$ cat config.mk
export PLATFORM = sky130hd
export DESIGN_NAME = dmem_access_unit
export DESIGN_NICKNAME = d
export VERILOG_FILES = /design/src/rtl/dm_pkg.sv /design/src/rtl/dm_lane_align.sv /design/src/rtl/dmem_access_unit.sv
export SDC_FILE = /design/constraint.sdc
export NUM_CORES = 1
export LEC_CHECK = 0
export ABC_AREA = 1
export CAP_MARGIN = 20
export CORE_MARGIN = 4
export CORE_UTILIZATION = 50
export DETAILED_ROUTE_END_ITERATION = 7
export GPL_TIMING_DRIVEN = 0
export HOLD_SLACK_MARGIN = 0.03
export PLACE_DENSITY = 0.87
export SLEW_MARGIN = 20
export SYNTH_ARGS = -nofsm -noshare
export SYNTH_HDL_FRONTEND = slang
export SYNTH_SLANG_ARGS = --single-unit
$ cat constraint.sdc
create_clock -name clk -period 4.2 [get_ports clk]
set_input_delay 0.84 -clock clk [delete_from_list [all_inputs] [get_ports clk]]
set_output_delay 0.84 -clock clk [all_outputs]
set_load 0.01 [all_outputs]
$ cat src/rtl/dm_pkg.sv
// -----------------------------------------------------------------------------
// dm_pkg
// Shared definitions for the data-memory access unit:
//   - DMType encodings presented by the CPU MEM stage
//   - response error codes
//   - access FSM state encoding
//   - small decode helpers for legality and alignment of a request
// -----------------------------------------------------------------------------
package dm_pkg;

  // Access type encodings (req_dmtype)
  localparam logic [2:0] DM_WORD   = 3'b000;
  localparam logic [2:0] DM_HALF   = 3'b001;
  localparam logic [2:0] DM_HALF_U = 3'b010;
  localparam logic [2:0] DM_BYTE   = 3'b011;
  localparam logic [2:0] DM_BYTE_U = 3'b100;

  // Response error codes (rsp_err)
  localparam logic [1:0] ERR_OK       = 2'b00;
  localparam logic [1:0] ERR_MISALIGN = 2'b01;
  localparam logic [1:0] ERR_TIMEOUT  = 2'b10;
  localparam logic [1:0] ERR_ILLEGAL  = 2'b11;

  // Access FSM states
  typedef enum logic [1:0] {
    IDLE = 2'b00,
    BUSY = 2'b01,
    RESP = 2'b10
  } dm_state_e;

  // Encodings 101..111 are reserved and rejected without a bus cycle
  function automatic logic dm_is_legal(input logic [2:0] dmtype);
    logic legal;
    case (dmtype)
      DM_WORD, DM_HALF, DM_HALF_U, DM_BYTE, DM_BYTE_U: legal = 1'b1;
      default:                                         legal = 1'b0;
    endcase
    return legal;
  endfunction

  // Natural alignment check; bytes are always aligned
  function automatic logic dm_is_misaligned(input logic [2:0] dmtype,
                                            input logic [1:0] addr_lo);
    logic mis;
    case (dmtype)
      DM_WORD:            mis = (addr_lo != 2'b00);
      DM_HALF, DM_HALF_U: mis = addr_lo[0];
      default:            mis = 1'b0;
    endcase
    return mis;
  endfunction

endpackage

$ cat src/rtl/dm_lane_align.sv
// -----------------------------------------------------------------------------
// dm_lane_align
// Purely combinational byte-lane steering for the data-memory access unit.
//   Store path: st_addr_lo, st_dmtype, st_wdata -> st_be, st_wdata_lane
//     (byte enables and store data replicated onto every lane)
//   Load path:  ld_addr_lo, ld_dmtype, ld_rdata -> ld_data
//     (lane selected by the low address bits, then sign/zero extended)
// Reserved dmtype encodings produce zero enables, zero data.
// -----------------------------------------------------------------------------
module dm_lane_align
  import dm_pkg::*;
(
  input  logic [1:0]  st_addr_lo,
  input  logic [2:0]  st_dmtype,
  input  logic [31:0] st_wdata,
  output logic [3:0]  st_be,
  output logic [31:0] st_wdata_lane,
  input  logic [1:0]  ld_addr_lo,
  input  logic [2:0]  ld_dmtype,
  input  logic [31:0] ld_rdata,
  output logic [31:0] ld_data
);

  logic [15:0] ld_half;
  logic [7:0]  ld_byte;

  // Store path: replicate data so the bus slave can take whichever lane is enabled
  always_comb begin
    st_be         = 4'b0000;
    st_wdata_lane = 32'h0000_0000;
    case (st_dmtype)
      DM_WORD: begin
        st_be         = 4'b1111;
        st_wdata_lane = st_wdata;
      end
      DM_HALF, DM_HALF_U: begin
        st_be         = st_addr_lo[1] ? 4'b1100 : 4'b0011;
        st_wdata_lane = {2{st_wdata[15:0]}};
      end
      DM_BYTE, DM_BYTE_U: begin
        st_be         = 4'b0001 << st_addr_lo;
        st_wdata_lane = {4{st_wdata[7:0]}};
      end
      default: begin
        st_be         = 4'b0000;
        st_wdata_lane = 32'h0000_0000;
      end
    endcase
  end

  // Load lane select: half lane by addr[1], byte lane by addr[1:0]
  always_comb begin
    ld_half = ld_addr_lo[1] ? ld_rdata[31:16] : ld_rdata[15:0];
    case (ld_addr_lo)
      2'b00:   ld_byte = ld_rdata[7:0];
      2'b01:   ld_byte = ld_rdata[15:8];
      2'b10:   ld_byte = ld_rdata[23:16];
      2'b11:   ld_byte = ld_rdata[31:24];
      default: ld_byte = 8'h00;
    endcase
  end

  // Load extension according to the access type
  always_comb begin
    ld_data = 32'h0000_0000;
    case (ld_dmtype)
      DM_WORD:   ld_data = ld_rdata;
      DM_HALF:   ld_data = {{16{ld_half[15]}}, ld_half};
      DM_HALF_U: ld_data = {16'h0000, ld_half};
      DM_BYTE:   ld_data = {{24{ld_byte[7]}}, ld_byte};
      DM_BYTE_U: ld_data = {24'h00_0000, ld_byte};
      default:   ld_data = 32'h0000_0000;
    endcase
  end

endmodule

$ cat src/rtl/dmem_access_unit.sv
// -----------------------------------------------------------------------------
// dmem_access_unit
// Converts one CPU MEM-stage data access into a single word-aligned bus cycle,
// waits for bus_ready (bounded by TIMEOUT cycles) and returns extended load
// data with an error code. Misaligned and illegal accesses are answered
// directly without touching the bus.
//
// Ports:
//   clk, rst              clock (rising edge), async active-low reset
//   req_valid/we/addr/
//   wdata/dmtype          CPU request
//   req_ready             unit is idle and can accept
//   rsp_valid             one-cycle response strobe
//   rsp_rdata, rsp_err    registered response, held until the next response
//   stall                 CPU must hold its MEM stage
//   bus_req/we/addr/be/
//   wdata                 registered bus cycle outputs, constant while BUSY
//   bus_rdata, bus_ready  bus response
// -----------------------------------------------------------------------------
module dmem_access_unit
  import dm_pkg::*;
#(
  parameter int unsigned TIMEOUT = 255,
  parameter int unsigned CNT_W   = 16
) (
  input  logic        clk,
  input  logic        rst,
  input  logic        req_valid,
  input  logic        req_we,
  input  logic [31:0] req_addr,
  input  logic [31:0] req_wdata,
  input  logic [2:0]  req_dmtype,
  output logic        req_ready,
  output logic        rsp_valid,
  output logic [31:0] rsp_rdata,
  output logic [1:0]  rsp_err,
  output logic        stall,
  output logic        bus_req,
  output logic        bus_we,
  output logic [31:0] bus_addr,
  output logic [3:0]  bus_be,
  output logic [31:0] bus_wdata,
  input  logic [31:0] bus_rdata,
  input  logic        bus_ready
);

  // Last BUSY cycle index before the access is abandoned
  localparam logic [CNT_W-1:0] CNT_LAST = CNT_W'(TIMEOUT - 1);
  localparam logic [CNT_W-1:0] CNT_ONE  = CNT_W'(1);

  dm_state_e         state_q,     state_d;
  logic [CNT_W-1:0]  cnt_q,       cnt_d;
  logic [1:0]        addr_lo_q,   addr_lo_d;
  logic [2:0]        dmtype_q,    dmtype_d;
  logic              bus_req_q,   bus_req_d;
  logic              bus_we_q,    bus_we_d;
  logic [31:0]       bus_addr_q,  bus_addr_d;
  logic [3:0]        bus_be_q,    bus_be_d;
  logic [31:0]       bus_wdata_q, bus_wdata_d;
  logic              rsp_valid_q, rsp_valid_d;
  logic [31:0]       rsp_rdata_q, rsp_rdata_d;
  logic [1:0]        rsp_err_q,   rsp_err_d;

  logic [3:0]        st_be;
  logic [31:0]       st_wdata_lane;
  logic [31:0]       ld_data;

  // Store formatting uses the live request; load extraction uses the
  // captured low address bits and type, since bus_addr has them cleared.
  dm_lane_align u_lane_align (
    .st_addr_lo    (req_addr[1:0]),
    .st_dmtype     (req_dmtype),
    .st_wdata      (req_wdata),
    .st_be         (st_be),
    .st_wdata_lane (st_wdata_lane),
    .ld_addr_lo    (addr_lo_q),
    .ld_dmtype     (dmtype_q),
    .ld_rdata      (bus_rdata),
    .ld_data       (ld_data)
  );

  // Next-state and next-output computation for the access FSM
  always_comb begin
    state_d     = state_q;
    cnt_d       = cnt_q;
    addr_lo_d   = addr_lo_q;
    dmtype_d    = dmtype_q;
    bus_req_d   = bus_req_q;
    bus_we_d    = bus_we_q;
    bus_addr_d  = bus_addr_q;
    bus_be_d    = bus_be_q;
    bus_wdata_d = bus_wdata_q;
    rsp_valid_d = 1'b0;
    rsp_rdata_d = rsp_rdata_q;
    rsp_err_d   = rsp_err_q;

    case (state_q)
      IDLE: begin
        if (req_valid) begin
          addr_lo_d   = req_addr[1:0];
          dmtype_d    = req_dmtype;
          bus_we_d    = req_we;
          bus_addr_d  = {req_addr[31:2], 2'b00};
          bus_be_d    = st_be;
          bus_wdata_d = st_wdata_lane;
          cnt_d       = {CNT_W{1'b0}};
          if (!dm_is_legal(req_dmtype)) begin
            state_d     = RESP;
            rsp_valid_d = 1'b1;
            rsp_err_d   = ERR_ILLEGAL;
            rsp_rdata_d = 32'h0000_0000;
          end else if (dm_is_misaligned(req_dmtype, req_addr[1:0])) begin
            state_d     = RESP;
            rsp_valid_d = 1'b1;
            rsp_err_d   = ERR_MISALIGN;
            rsp_rdata_d = 32'h0000_0000;
          end else begin
            state_d   = BUSY;
            bus_req_d = 1'b1;
          end
        end else begin
          state_d = IDLE;
        end
      end

      BUSY: begin
        // bus_ready takes priority over an expiring timeout at the same edge
        if (bus_ready) begin
          state_d     = RESP;
          bus_req_d   = 1'b0;
          rsp_valid_d = 1'b1;
          rsp_err_d   = ERR_OK;
          rsp_rdata_d = bus_we_q ? 32'h0000_0000 : ld_data;
        end else begin
          cnt_d = cnt_q + CNT_ONE;
          if (cnt_q == CNT_LAST) begin
            state_d     = RESP;
            bus_req_d   = 1'b0;
            rsp_valid_d = 1'b1;
            rsp_err_d   = ERR_TIMEOUT;
            rsp_rdata_d = 32'h0000_0000;
          end else begin
            state_d = BUSY;
          end
        end
      end

      RESP: begin
        state_d = IDLE;
      end

      default: begin
        state_d   = IDLE;
        bus_req_d = 1'b0;
      end
    endcase
  end

  // State and registered outputs; reset discards any access in flight
  always_ff @(posedge clk or negedge rst) begin
    if (!rst) begin
      state_q     <= IDLE;
      cnt_q       <= {CNT_W{1'b0}};
      addr_lo_q   <= 2'b00;
      dmtype_q    <= 3'b000;
      bus_req_q   <= 1'b0;
      bus_we_q    <= 1'b0;
      bus_addr_q  <= 32'h0000_0000;
      bus_be_q    <= 4'b0000;
      bus_wdata_q <= 32'h0000_0000;
      rsp_valid_q <= 1'b0;
      rsp_rdata_q <= 32'h0000_0000;
      rsp_err_q   <= 2'b00;
    end else begin
      state_q     <= state_d;
      cnt_q       <= cnt_d;
      addr_lo_q   <= addr_lo_d;
      dmtype_q    <= dmtype_d;
      bus_req_q   <= bus_req_d;
      bus_we_q    <= bus_we_d;
      bus_addr_q  <= bus_addr_d;
      bus_be_q    <= bus_be_d;
      bus_wdata_q <= bus_wdata_d;
      rsp_valid_q <= rsp_valid_d;
      rsp_rdata_q <= rsp_rdata_d;
      rsp_err_q   <= rsp_err_d;
    end
  end

  assign req_ready = (state_q == IDLE);
  // The CPU may advance in the cycle the response strobe is visible
  assign stall     = req_valid & ~rsp_valid_q;

  assign rsp_valid = rsp_valid_q;
  assign rsp_rdata = rsp_rdata_q;
  assign rsp_err   = rsp_err_q;
  assign bus_req   = bus_req_q;
  assign bus_we    = bus_we_q;
  assign bus_addr  = bus_addr_q;
  assign bus_be    = bus_be_q;
  assign bus_wdata = bus_wdata_q;

endmodule

==> results.yml <==
cells_and_area:
  final_net_count: 1158
  drive_above_1_share: 0.0817
  fin_area_mm2: 0.00914
  fillerInstances: 900
  area.growth.synth_to_final_pct: 46.1
  multi_input_area_mm2: 0.00268
  diodes: 0
  final_common_cell: "nand2_1"
  ff_latch_area_mm2: 0.00313
  stdcell_count: 1233
  layout_common_cells: "322 x nand2_1, 207 x clkdlybuf4s50_1, 125 x dfrtp_1, 87 x o21ai_0, 77 x nand3_1"
  final_util: 0.755
critical_path:
  path_common_cell: "clkdlybuf4s50_1"
  crit_chain: "clkdlybuf4s50_1, inv_1, nor2_1, clkdlybuf4s50_1"
  path_class: "in -> out"
  max_stage_delay_ps: 610
  crit_slowest_cell: "clkdlybuf4s50_1"
  endpoint_kind: "primary output"
  worstPathBufferInverterCount: 3
  critPathMaxFanout: 2
  cp_top_family: "buffers and inverters"
  critPathLaunchType: "input pin"
  cp.required_ps: 3360
  arrival_ps: 2180
clocking:
  clock_path_buffers: 2
  clk_latency_ps: 420
  cts_root_buf: "clkbuf_16"
  cts_tree: "yes"
  cts_num_sinks: 125
  cts_hold_buf: 0
  htreeDepth: 4
  cts_resized: 0
  cts.clk_slew.worst_paths_ps: 60
  cts_inserted_buffers: 17
  post-cts-setup-buffer-count: 0
timing:
  worst_hold_slack_ps: 336
  period_minus_slack_ps: 3020
  tightest_slew_ps: 539
  skew_ps: 7.94
  finalSetupViolCount: 0
  slew_headroom: 0.641
  fin_crit_sh: 0.719
  grt_setup_unrepaired: "false"
  max_clock_freq_ghz: 0.331
  hold_viol: 0
  slew_viol_final: 0
status:
  status: "completed"
synth:
  syn_avg_cell_area_um2: 7.61
  synth-seq-cells: 125
  synth_area_mm2: 0.00626
  ys_seq_area_frac: 0.500
  ys_types: 29
  syn_inst: 823
  yosysWarnings: 0
route:
  num_vias: 6489
  drt_wl_total_mm: 20.1
  ant_nets: 0
  wl_per_cell_um: 16.3
  detail_route.iter0.violations: 655
  drt_pass1_iterations: 5
  viasPerCell: 5.26
  drc: 0
global_route:
  grt_usage: 0.284
  antenna_found_initial: 0
  grt_pass1_vias: 6553
  grt_overflow: 0
  grt_max_degree: 82
  grt_pass1_wl_mm: 32.1
floorplan:
  io_pins: 211
  initial_core_util: 0.517
  dieArea_mm2: 0.0144
  core-area_mm2: 0.0121
  die_h_um: 120
  die_w_um: 120
  rows: 40
power_and_ir_drop:
  p_total_mw: 6.30
  p_leak_nw: 4.49
  power.density_mw_per_mm2: 689
  ir_drop_uv: 414
flow_run:
  maxCapViolCount: 0
placed_design:
  place_area_mm2: 0.00858
  numPortBuffers: 208
  dp.cells: 1201
  dpl.hpwl_mm: 14.8
  place.gp.congestion: 0.960
min_path:
  hp-class: "in -> async"
cell usage after synthesis:
cell type | number | share of area
a21oi_1 | 44 | 0.035
and3_1 | 1 | 0.0010
buf_2 | 19 | 0.015
buf_4 | 5 | 0.0060
buf_6 | 6 | 0.011
clkbuf_1 | 11 | 0.0066
conb_1 | 1 | 0.00060
dfrtp_1 | 125 | 0.50
ha_1 | 2 | 0.0040
inv_1 | 50 | 0.030
inv_2 | 7 | 0.0042
nand2_1 | 322 | 0.19
nand2_2 | 8 | 0.0080
nand2_4 | 2 | 0.0036
nand3_1 | 77 | 0.062
nand3b_1 | 1 | 0.0012
nand4_1 | 4 | 0.0040
nor2_1 | 24 | 0.014
nor2_2 | 3 | 0.0030
nor2_4 | 2 | 0.0036
nor3_1 | 7 | 0.0056
nor3_2 | 1 | 0.0016
nor3b_2 | 1 | 0.0020
nor4_4 | 1 | 0.0034
o21ai_0 | 87 | 0.070
o21ai_1 | 9 | 0.0072
o21ai_4 | 1 | 0.0026
o21bai_1 | 1 | 0.0012
o31ai_1 | 1 | 0.0012
metrics by stage:
step | setup slack, ps | setup TNS [ps]
finish | 1180 | 0
global route | 1140 | 0
CTS | 1150 | 0
detailed placement | 1160 | 0
global placement | -2570 | -319610
floorplan | 2330 | 0
report_power, final:
group	total [mW]	switching, mW	internal [mW]
Sequential	2.03	0.335	1.70
Combinational	2.86	1.51	1.35
Clock	1.40	0.535	0.866
worst paths after layout:
check,start,endpoint,slack (ps),cells after the start
worst max register to register,addr_lo_q[1],rsp_rdata[0],2480,8
worst min register to register,bus_addr[23],bus_addr[23],480,2
min in group clk,bus_addr[23],bus_addr[23],480,2
worst min-delay path,rst,rsp_rdata[4],340,1
worst max-delay path,req_valid,stall,1180,4
max in group asynchronous,rst,bus_addr[7],3110,2
cell type report:
cell class / instances / share of cell area
plain buffers: 41 / 0.0264
clock buffers: 20 / 0.0478
clock inverters: 12 / 0.0134
inverters: 57 / 0.0234
multi-input cells: 601 / 0.293
flip-flops and latches: 125 / 0.342
well taps: 168 / 0.0230
repair buffers: 209 / 0.231
per-layer routing:
layer | GRT usage | up-vias | share of wire
li1 | - | 3107 | -
met1 | 0.344 | 3047 | 0.40
met2 | 0.450 | 291 | 0.47
met3 | 0.116 | 44 | 0.11
met4 | 0.117 | 0 | 0.023
met5 | 0 | - | 0
kinds of logic (layout without fill, tap and decap cells):
logic type,count (synthesis),in the layout,synth area share
simple gates,454,454,0.306
compound gates,143,143,0.117
flops,125,125,0.500
buf+inv,98,339,0.0728
fa+ha+maj,2,2,0.00400
other cells,1,2,0.000599
registers in the layout (all words and copies together) (netlist names):
name / flops
addr_lo_q: 2
bus_addr: 30
bus_be: 4
bus_req: 1
bus_wdata: 32
bus_we: 1
cnt_q: 16
dmtype_q: 3
rsp_err: 2
rsp_rdata: 32
rsp_valid: 1
state_q: 1
Power figures use the tool's default switching activity.
